<file path="config.mk">
export PLATFORM = sky130hd
export DESIGN_NAME = decode_stage
export DESIGN_NICKNAME = d
export VERILOG_FILES = /design/src/rtl/rv_decode_pkg.sv /design/src/rtl/inst_decode_core.sv /design/src/rtl/decode_stage.sv
export SDC_FILE = /design/constraint.sdc
export NUM_CORES = 1
export LEC_CHECK = 0
export CORE_ASPECT_RATIO = 1.1
export CORE_MARGIN = 4
export CORE_UTILIZATION = 50
export CTS_BUF_LIST = sky130_fd_sc_hd__clkbuf_4
export DETAILED_ROUTE_END_ITERATION = 6
export GPL_TIMING_DRIVEN = 0
export PLACE_DENSITY = 0.77
export SLEW_MARGIN = 20
export SYNTH_ARGS = -nofsm -noshare
export SYNTH_HDL_FRONTEND = slang
export SYNTH_SLANG_ARGS = --single-unit
</file>
<file path="constraint.sdc">
create_clock -name clk -period 2.8 [get_ports clk]
set_input_delay 0.84 -clock clk [delete_from_list [all_inputs] [get_ports clk]]
set_output_delay 0.84 -clock clk [all_outputs]
set_load 0.005 [all_outputs]
</file>
<file path="src/rtl/rv_decode_pkg.sv">
// rv_decode_pkg: shared instruction-format enum, base opcodes and decoded bundle type
package rv_decode_pkg;
    localparam int PC_MAX   = 64;
    localparam int XLEN_MAX = 64;

    typedef enum logic [2:0] {
        FMT_R   = 3'd0,
        FMT_I   = 3'd1,
        FMT_S   = 3'd2,
        FMT_SB  = 3'd3,
        FMT_UJ  = 3'd4,
        FMT_U   = 3'd5,
        FMT_ILL = 3'd7
    } inst_t;

    localparam logic [6:0] OPC_LOAD      = 7'b0000011;
    localparam logic [6:0] OPC_MISC_MEM  = 7'b0001111;
    localparam logic [6:0] OPC_OP_IMM    = 7'b0010011;
    localparam logic [6:0] OPC_AUIPC     = 7'b0010111;
    localparam logic [6:0] OPC_OP_IMM_32 = 7'b0011011;
    localparam logic [6:0] OPC_STORE     = 7'b0100011;
    localparam logic [6:0] OPC_OP        = 7'b0110011;
    localparam logic [6:0] OPC_LUI       = 7'b0110111;
    localparam logic [6:0] OPC_OP_32     = 7'b0111011;
    localparam logic [6:0] OPC_BRANCH    = 7'b1100011;
    localparam logic [6:0] OPC_JALR      = 7'b1100111;
    localparam logic [6:0] OPC_JAL       = 7'b1101111;
    localparam logic [6:0] OPC_SYSTEM    = 7'b1110011;

    // pc and imm are carried at their widest; the stage trims them to PC_W / XLEN
    typedef struct packed {
        logic [PC_MAX-1:0]   pc;
        inst_t               fmt;
        logic [6:0]          opcode;
        logic [2:0]          funct3;
        logic [6:0]          funct7;
        logic [4:0]          rs1;
        logic [4:0]          rs2;
        logic [4:0]          rd;
        logic [XLEN_MAX-1:0] imm;
        logic                illegal;
    } decoded_t;
endpackage

</file>
<file path="src/rtl/inst_decode_core.sv">
// inst_decode_core: combinational RV32/RV64 instruction to decoded bundle
module inst_decode_core
    import rv_decode_pkg::*;
#(
    parameter int XLEN = 32
) (
    input  logic [PC_MAX-1:0] pc,
    input  logic [31:0]       inst,
    output decoded_t          dec
);
    inst_t fmt;
    logic  s;

    assign s = inst[31];

    // classify format from the opcode; the W-suffixed opcodes only exist on RV64
    always_comb begin
        fmt = FMT_ILL;
        if (inst[1:0] == 2'b11) begin
            case (inst[6:0])
                OPC_OP:                                               fmt = FMT_R;
                OPC_OP_32:                                            fmt = (XLEN == 64) ? FMT_R : FMT_ILL;
                OPC_LOAD, OPC_OP_IMM, OPC_JALR, OPC_MISC_MEM, OPC_SYSTEM: fmt = FMT_I;
                OPC_OP_IMM_32:                                        fmt = (XLEN == 64) ? FMT_I : FMT_ILL;
                OPC_STORE:                                            fmt = FMT_S;
                OPC_BRANCH:                                           fmt = FMT_SB;
                OPC_JAL:                                              fmt = FMT_UJ;
                OPC_LUI, OPC_AUIPC:                                   fmt = FMT_U;
                default:                                              fmt = FMT_ILL;
            endcase
        end
    end

    // extract the fields each format owns and build the sign-extended immediate
    always_comb begin
        dec         = '0;
        dec.pc      = pc;
        dec.fmt     = fmt;
        dec.opcode  = inst[6:0];
        dec.illegal = (fmt == FMT_ILL);
        dec.funct3  = (fmt inside {FMT_R, FMT_I, FMT_S, FMT_SB}) ? inst[14:12] : 3'd0;
        dec.funct7  = (fmt == FMT_R) ? inst[31:25] : 7'd0;
        dec.rs1     = (fmt inside {FMT_R, FMT_I, FMT_S, FMT_SB}) ? inst[19:15] : 5'd0;
        dec.rs2     = (fmt inside {FMT_R, FMT_S, FMT_SB}) ? inst[24:20] : 5'd0;
        dec.rd      = (fmt inside {FMT_R, FMT_I, FMT_U, FMT_UJ}) ? inst[11:7] : 5'd0;
        case (fmt)
            FMT_I:   dec.imm = {{52{s}}, inst[31:20]};
            FMT_S:   dec.imm = {{52{s}}, inst[31:25], inst[11:7]};
            FMT_SB:  dec.imm = {{51{s}}, inst[31], inst[7], inst[30:25], inst[11:8], 1'b0};
            FMT_U:   dec.imm = {{32{s}}, inst[31:12], 12'h000};
            FMT_UJ:  dec.imm = {{43{s}}, inst[31], inst[19:12], inst[20], inst[30:21], 1'b0};
            default: dec.imm = '0;
        endcase
    end
endmodule

</file>
<file path="src/rtl/decode_stage.sv">
// decode_stage: registered decode stage with valid/ready handshake, optional skid buffer and flush
module decode_stage
    import rv_decode_pkg::*;
#(
    parameter int XLEN    = 32,
    parameter int PC_W    = 32,
    parameter bit SKID_EN = 1'b1
) (
    input  logic            clk,
    input  logic            nrst,
    input  logic            flush,
    input  logic            in_valid,
    output logic            in_ready,
    input  logic [PC_W-1:0] in_pc,
    input  logic [31:0]     in_inst,
    output logic            out_valid,
    input  logic            out_ready,
    output logic [PC_W-1:0] out_pc,
    output logic [2:0]      out_fmt,
    output logic [6:0]      out_opcode,
    output logic [2:0]      out_funct3,
    output logic [6:0]      out_funct7,
    output logic [4:0]      out_rs1,
    output logic [4:0]      out_rs2,
    output logic [4:0]      out_rd,
    output logic [XLEN-1:0] out_imm,
    output logic            out_illegal
);
    logic [PC_MAX-1:0] pc_ext;
    decoded_t          dec, out_d, out_q, skid_d, skid_q;
    logic              out_valid_d, out_valid_q, skid_valid_d, skid_valid_q;
    logic              in_fire, out_fire, unused_bits;

    // widen the incoming pc into the shared bundle
    always_comb begin
        pc_ext            = '0;
        pc_ext[PC_W-1:0] = in_pc;
    end

    inst_decode_core #(.XLEN(XLEN)) u_core (
        .pc   (pc_ext),
        .inst (in_inst),
        .dec  (dec)
    );

    assign in_ready = SKID_EN ? !skid_valid_q : (!out_valid_q || out_ready);
    assign in_fire  = in_valid && in_ready;
    assign out_fire = out_valid_q && out_ready;

    // output refills from the skid first, else from the input; a stalled arrival parks in the skid
    always_comb begin
        out_d        = out_q;
        out_valid_d  = out_valid_q;
        skid_d       = skid_q;
        skid_valid_d = skid_valid_q;
        if (flush) begin
            out_valid_d  = 1'b0;
            skid_valid_d = 1'b0;
        end else if (!out_valid_q || out_fire) begin
            if (skid_valid_q) out_d = skid_q;
            else if (in_fire) out_d = dec;
            out_valid_d  = skid_valid_q || in_fire;
            skid_valid_d = 1'b0;
        end else if (in_fire && SKID_EN) begin
            skid_d       = dec;
            skid_valid_d = 1'b1;
        end
    end

    // state registers; reset empties both slots and clears the held bundle
    always_ff @(posedge clk or negedge nrst) begin
        if (!nrst) begin
            out_q        <= '0;
            skid_q       <= '0;
            out_valid_q  <= 1'b0;
            skid_valid_q <= 1'b0;
        end else begin
            out_q        <= out_d;
            skid_q       <= skid_d;
            out_valid_q  <= out_valid_d;
            skid_valid_q <= skid_valid_d;
        end
    end

    assign unused_bits = ^{out_q.pc, out_q.imm};
    assign out_valid   = out_valid_q;
    assign out_pc      = out_q.pc[PC_W-1:0];
    assign out_fmt     = out_q.fmt;
    assign out_opcode  = out_q.opcode;
    assign out_funct3  = out_q.funct3;
    assign out_funct7  = out_q.funct7;
    assign out_rs1     = out_q.rs1;
    assign out_rs2     = out_q.rs2;
    assign out_rd      = out_q.rd;
    assign out_imm     = out_q.imm[XLEN-1:0];
    assign out_illegal = out_q.illegal;
endmodule

</file>
==> flow_metrics.env <==
export IMPL_outcome="finished, final reports clean"
export IMPL_yosysSeqAreaShare_pct=56.86
export IMPL_ys_warn_count=0
export IMPL_start_util_pct=51.49
export IMPL_fin_util_pct=66.87
export IMPL_root_buffer="clkbuf_4"
export IMPL_gp_congestion=0.9199
export IMPL_clock_sinks=202
export IMPL_p_leak_uw=0.004940
export IMPL_viasPerCell=5.648
export IMPL_power_density_nw_per_um2=625.6
export IMPL_worst_pin_slew_ps=799.3
export IMPL_finalSetupViolCount=0
export IMPL_syn_area_per_cell_um2=9.508
export IMPL_die_area_um2=19980
export IMPL_p_int_uw=5246
export IMPL_route_detailed_drc=0
export IMPL_synth_cells=935
export IMPL_fmax_mhz=369.3
export IMPL_seq_power_share_pct=49.9
export IMPL_ys_async_sr_fraction_pct=100.0
export IMPL_period_needed_ps=2708
export IMPL_vias=8031
export IMPL_fp_dieH_um=147.8
export IMPL_rsz0062_at_grt="false"
export IMPL_cp_end_kind="output port"
export IMPL_clockBufferDepth=3
export IMPL_switching_share_pct=27.38
export IMPL_ys_ff_latch=202
export IMPL_hold_class="input port to asynchronous set/reset pin"
export IMPL_synth_top_cell_area_share_pct=56.86
export IMPL_core_area_um2=17270
export IMPL_path_class="register to output port"
export IMPL_path_max_fanout=10
export IMPL_drtIter0Drc=576
export IMPL_maxSlewHeadroom_pct=46.71
export IMPL_grt_pass1_wl_mm=42.11
export IMPL_cp_required_ps=1960
export IMPL_combPwrFrac_pct=18.2
export IMPL_cap_viol_max_count=0
export IMPL_finalClockSkew_ps=23.92
export IMPL_syn_cell_area_um2=8890
export IMPL_preCtsSetupSlack_ps=-597.3
export IMPL_ys_flop_type="dfrtp_1"
export IMPL_synth_nets=1004
export IMPL_clkTransAtPathRegs_ps=70
export IMPL_io_buffers=170
export IMPL_antenna_found_initial=1
export IMPL_ys_types=49
export IMPL_p_switching_uw=1978
export IMPL_dp_hpwl_mm=18.95
export IMPL_routed_wl_mm=26.41
export IMPL_peakVddDrop_v=0.0003797
export IMPL_numCtsBuffers=50
export IMPL_ctsHoldBuffers=0
export IMPL_chipWidth_um=135.1
export IMPL_startpoint_type="register"
export IMPL_whs_ps=98.04
export IMPL_post_route_period_util_pct=96.71
export IMPL_grt_use_total_pct=26.37
export IMPL_slew_violations=0
export IMPL_h_tree_depth=2
export IMPL_grt_start_max_net_pins=86
export IMPL_cts_tree="done"
export IMPL_hold_viol=0
export IMPL_synth_edf_count=0
export IMPL_layout_commonest_cell="nand2_1"
export IMPL_drive_above_1_share_pct=9.014
export IMPL_layout_common_cells="nand2_1, dfrtp_1, clkdlybuf4s50_1"
export IMPL_rows=50
export IMPL_syn_to_final_growth_pct=29.88
export IMPL_first_global_vias=7980
export IMPL_wl_per_cell_um=18.57
export IMPL_crit_arrival_ps=1870
export IMPL_synth_area_top_cells="dfrtp_1, nand2_1, o21ai_0"
export IMPL_pin_count=171
export IMPL_synth_top_area_cell="dfrtp_1"
export IMPL_clkPwrFrac_pct=31.9
export IMPL_clk_latency_ps=630
export IMPL_final_critical_path_setup_slack_ps=91.98
export IMPL_drtAntennaViolNets=0
export IMPL_drt_pass1_iterations=6
export IMPL_grt_ovfl_total=0
export IMPL_finalNetCount=1228
state kept, by name, indices dropped and copies added, names as in the netlist:
signal and flops:
out_imm 32, out_funct3 3, out_rs1 5, out_illegal 1
out_rd 5, out_fmt 3, out_funct7 7, skid_valid_q 1
skid_q 100, out_pc 32, out_valid 1, out_opcode 7
out_rs2 5
critical path: stages, from the launching register on:
cell and delay [ps]:
dfrtp_1 400, inv_4 130, clkbuf_8 180, clkdlybuf4s50_1 510
Yosys cell counts, types with 2 or more instances:
library cell	count
o21ai_1	22
and3_1	16
mux2i_1	39
a22o_1	12
nor2_2	2
nand2b_1	5
o211ai_1	17
mux2_2	2
buf_6	2
nor4_2	2
dfrtp_1	202
and2_1	2
or3_1	26
nor3_1	4
nand2_1	246
a31oi_1	46
o31ai_1	2
o21a_1	15
nor2_1	38
buf_2	10
a21oi_1	37
nor2b_1	2
inv_1	4
or4_1	6
buf_1	11
clkbuf_1	45
nor3_2	2
nand3_1	7
o21ai_0	91
final cells by class:
class	count	area, um2
multi-input combinational	659	3536
antenna	1	2.502
fill	1413	5720
buffer	69	301.5
sequential	202	5055
tap	234	292.8
timing repair buffer	172	1762
clock inverter	7	27.53
clock buffer	73	548.0
inverter	5	21.27
path summary, 6_finish.rpt:
kind | slack, ps | depth (start not counted) | startpoint | to
worst max-delay path | 90 | 3 | skid_valid_q | in_ready
worst min-delay path | 100 | 1 | nrst | skid_q[13]
worst max register to register | 150 | 7 | skid_valid_q | out_funct7[5]
worst min register to register | 470 | 2 | skid_q[89] | skid_q[89]
max in group asynchronous | 1960 | 2 | nrst | out_pc[23]
min in group clk | 470 | 2 | skid_q[89] | skid_q[89]
metal layers:
layer / vias up / part of all wire [%] / track usage, %
met3: 69 / 8.2 / 5.344
met2: 374 / 47 / 41.63
li1: 3708 / - / -
met5: - / 0 / 0
met4: 0 / 3.4 / 10.28
met1: 3880 / 41 / 36.05
power groups by stage:
stage | clock network, uW | registers (uW) | logic [uW]
after floorplan | 0 | 3620 | 524
after detailed placement | 0 | 3660 | 1320
final | 2300 | 3610 | 1320
after global placement | 0 | 3640 | 1270
after CTS | 2340 | 3600 | 1330
after global routing | 2500 | 3660 | 1450
stage by stage:
step | cell area [um2] | setup TNS, ps | total power, uW | cells
finish | 11550 | 0 | 7224 | 1422
global route | 11550 | 0 | 7605 | 1422
CTS | 11530 | 0 | 7269 | 1421
detailed placement | 10940 | -56990 | 4977 | 1341
global placement | 10880 | -1565390 | 4916 | 1339
floorplan | 8890 | 0 | 4146 | 935
kinds of logic after synthesis:
| logic type | Yosys count | share of synthesized area [%] |
|---|---|---|
| AND/OR/NAND/NOR | 367 | 18.20 |
| AO/OA/AOI/OAI | 250 | 16.69 |
| flip-flops | 202 | 56.86 |
| buffers and inverters | 74 | 3.476 |
| multiplexers | 42 | 4.771 |
timing repair:
| action | CTS | global route |
|---|---|---|
| endpoints found under the setup margin | 1 | 17 |
| endpoints found under the hold margin | 0 | 0 |
| resized for setup | 4 | 4 |
| buffers inserted | 0 | 0 |
(Power assumes the default switching activity.)
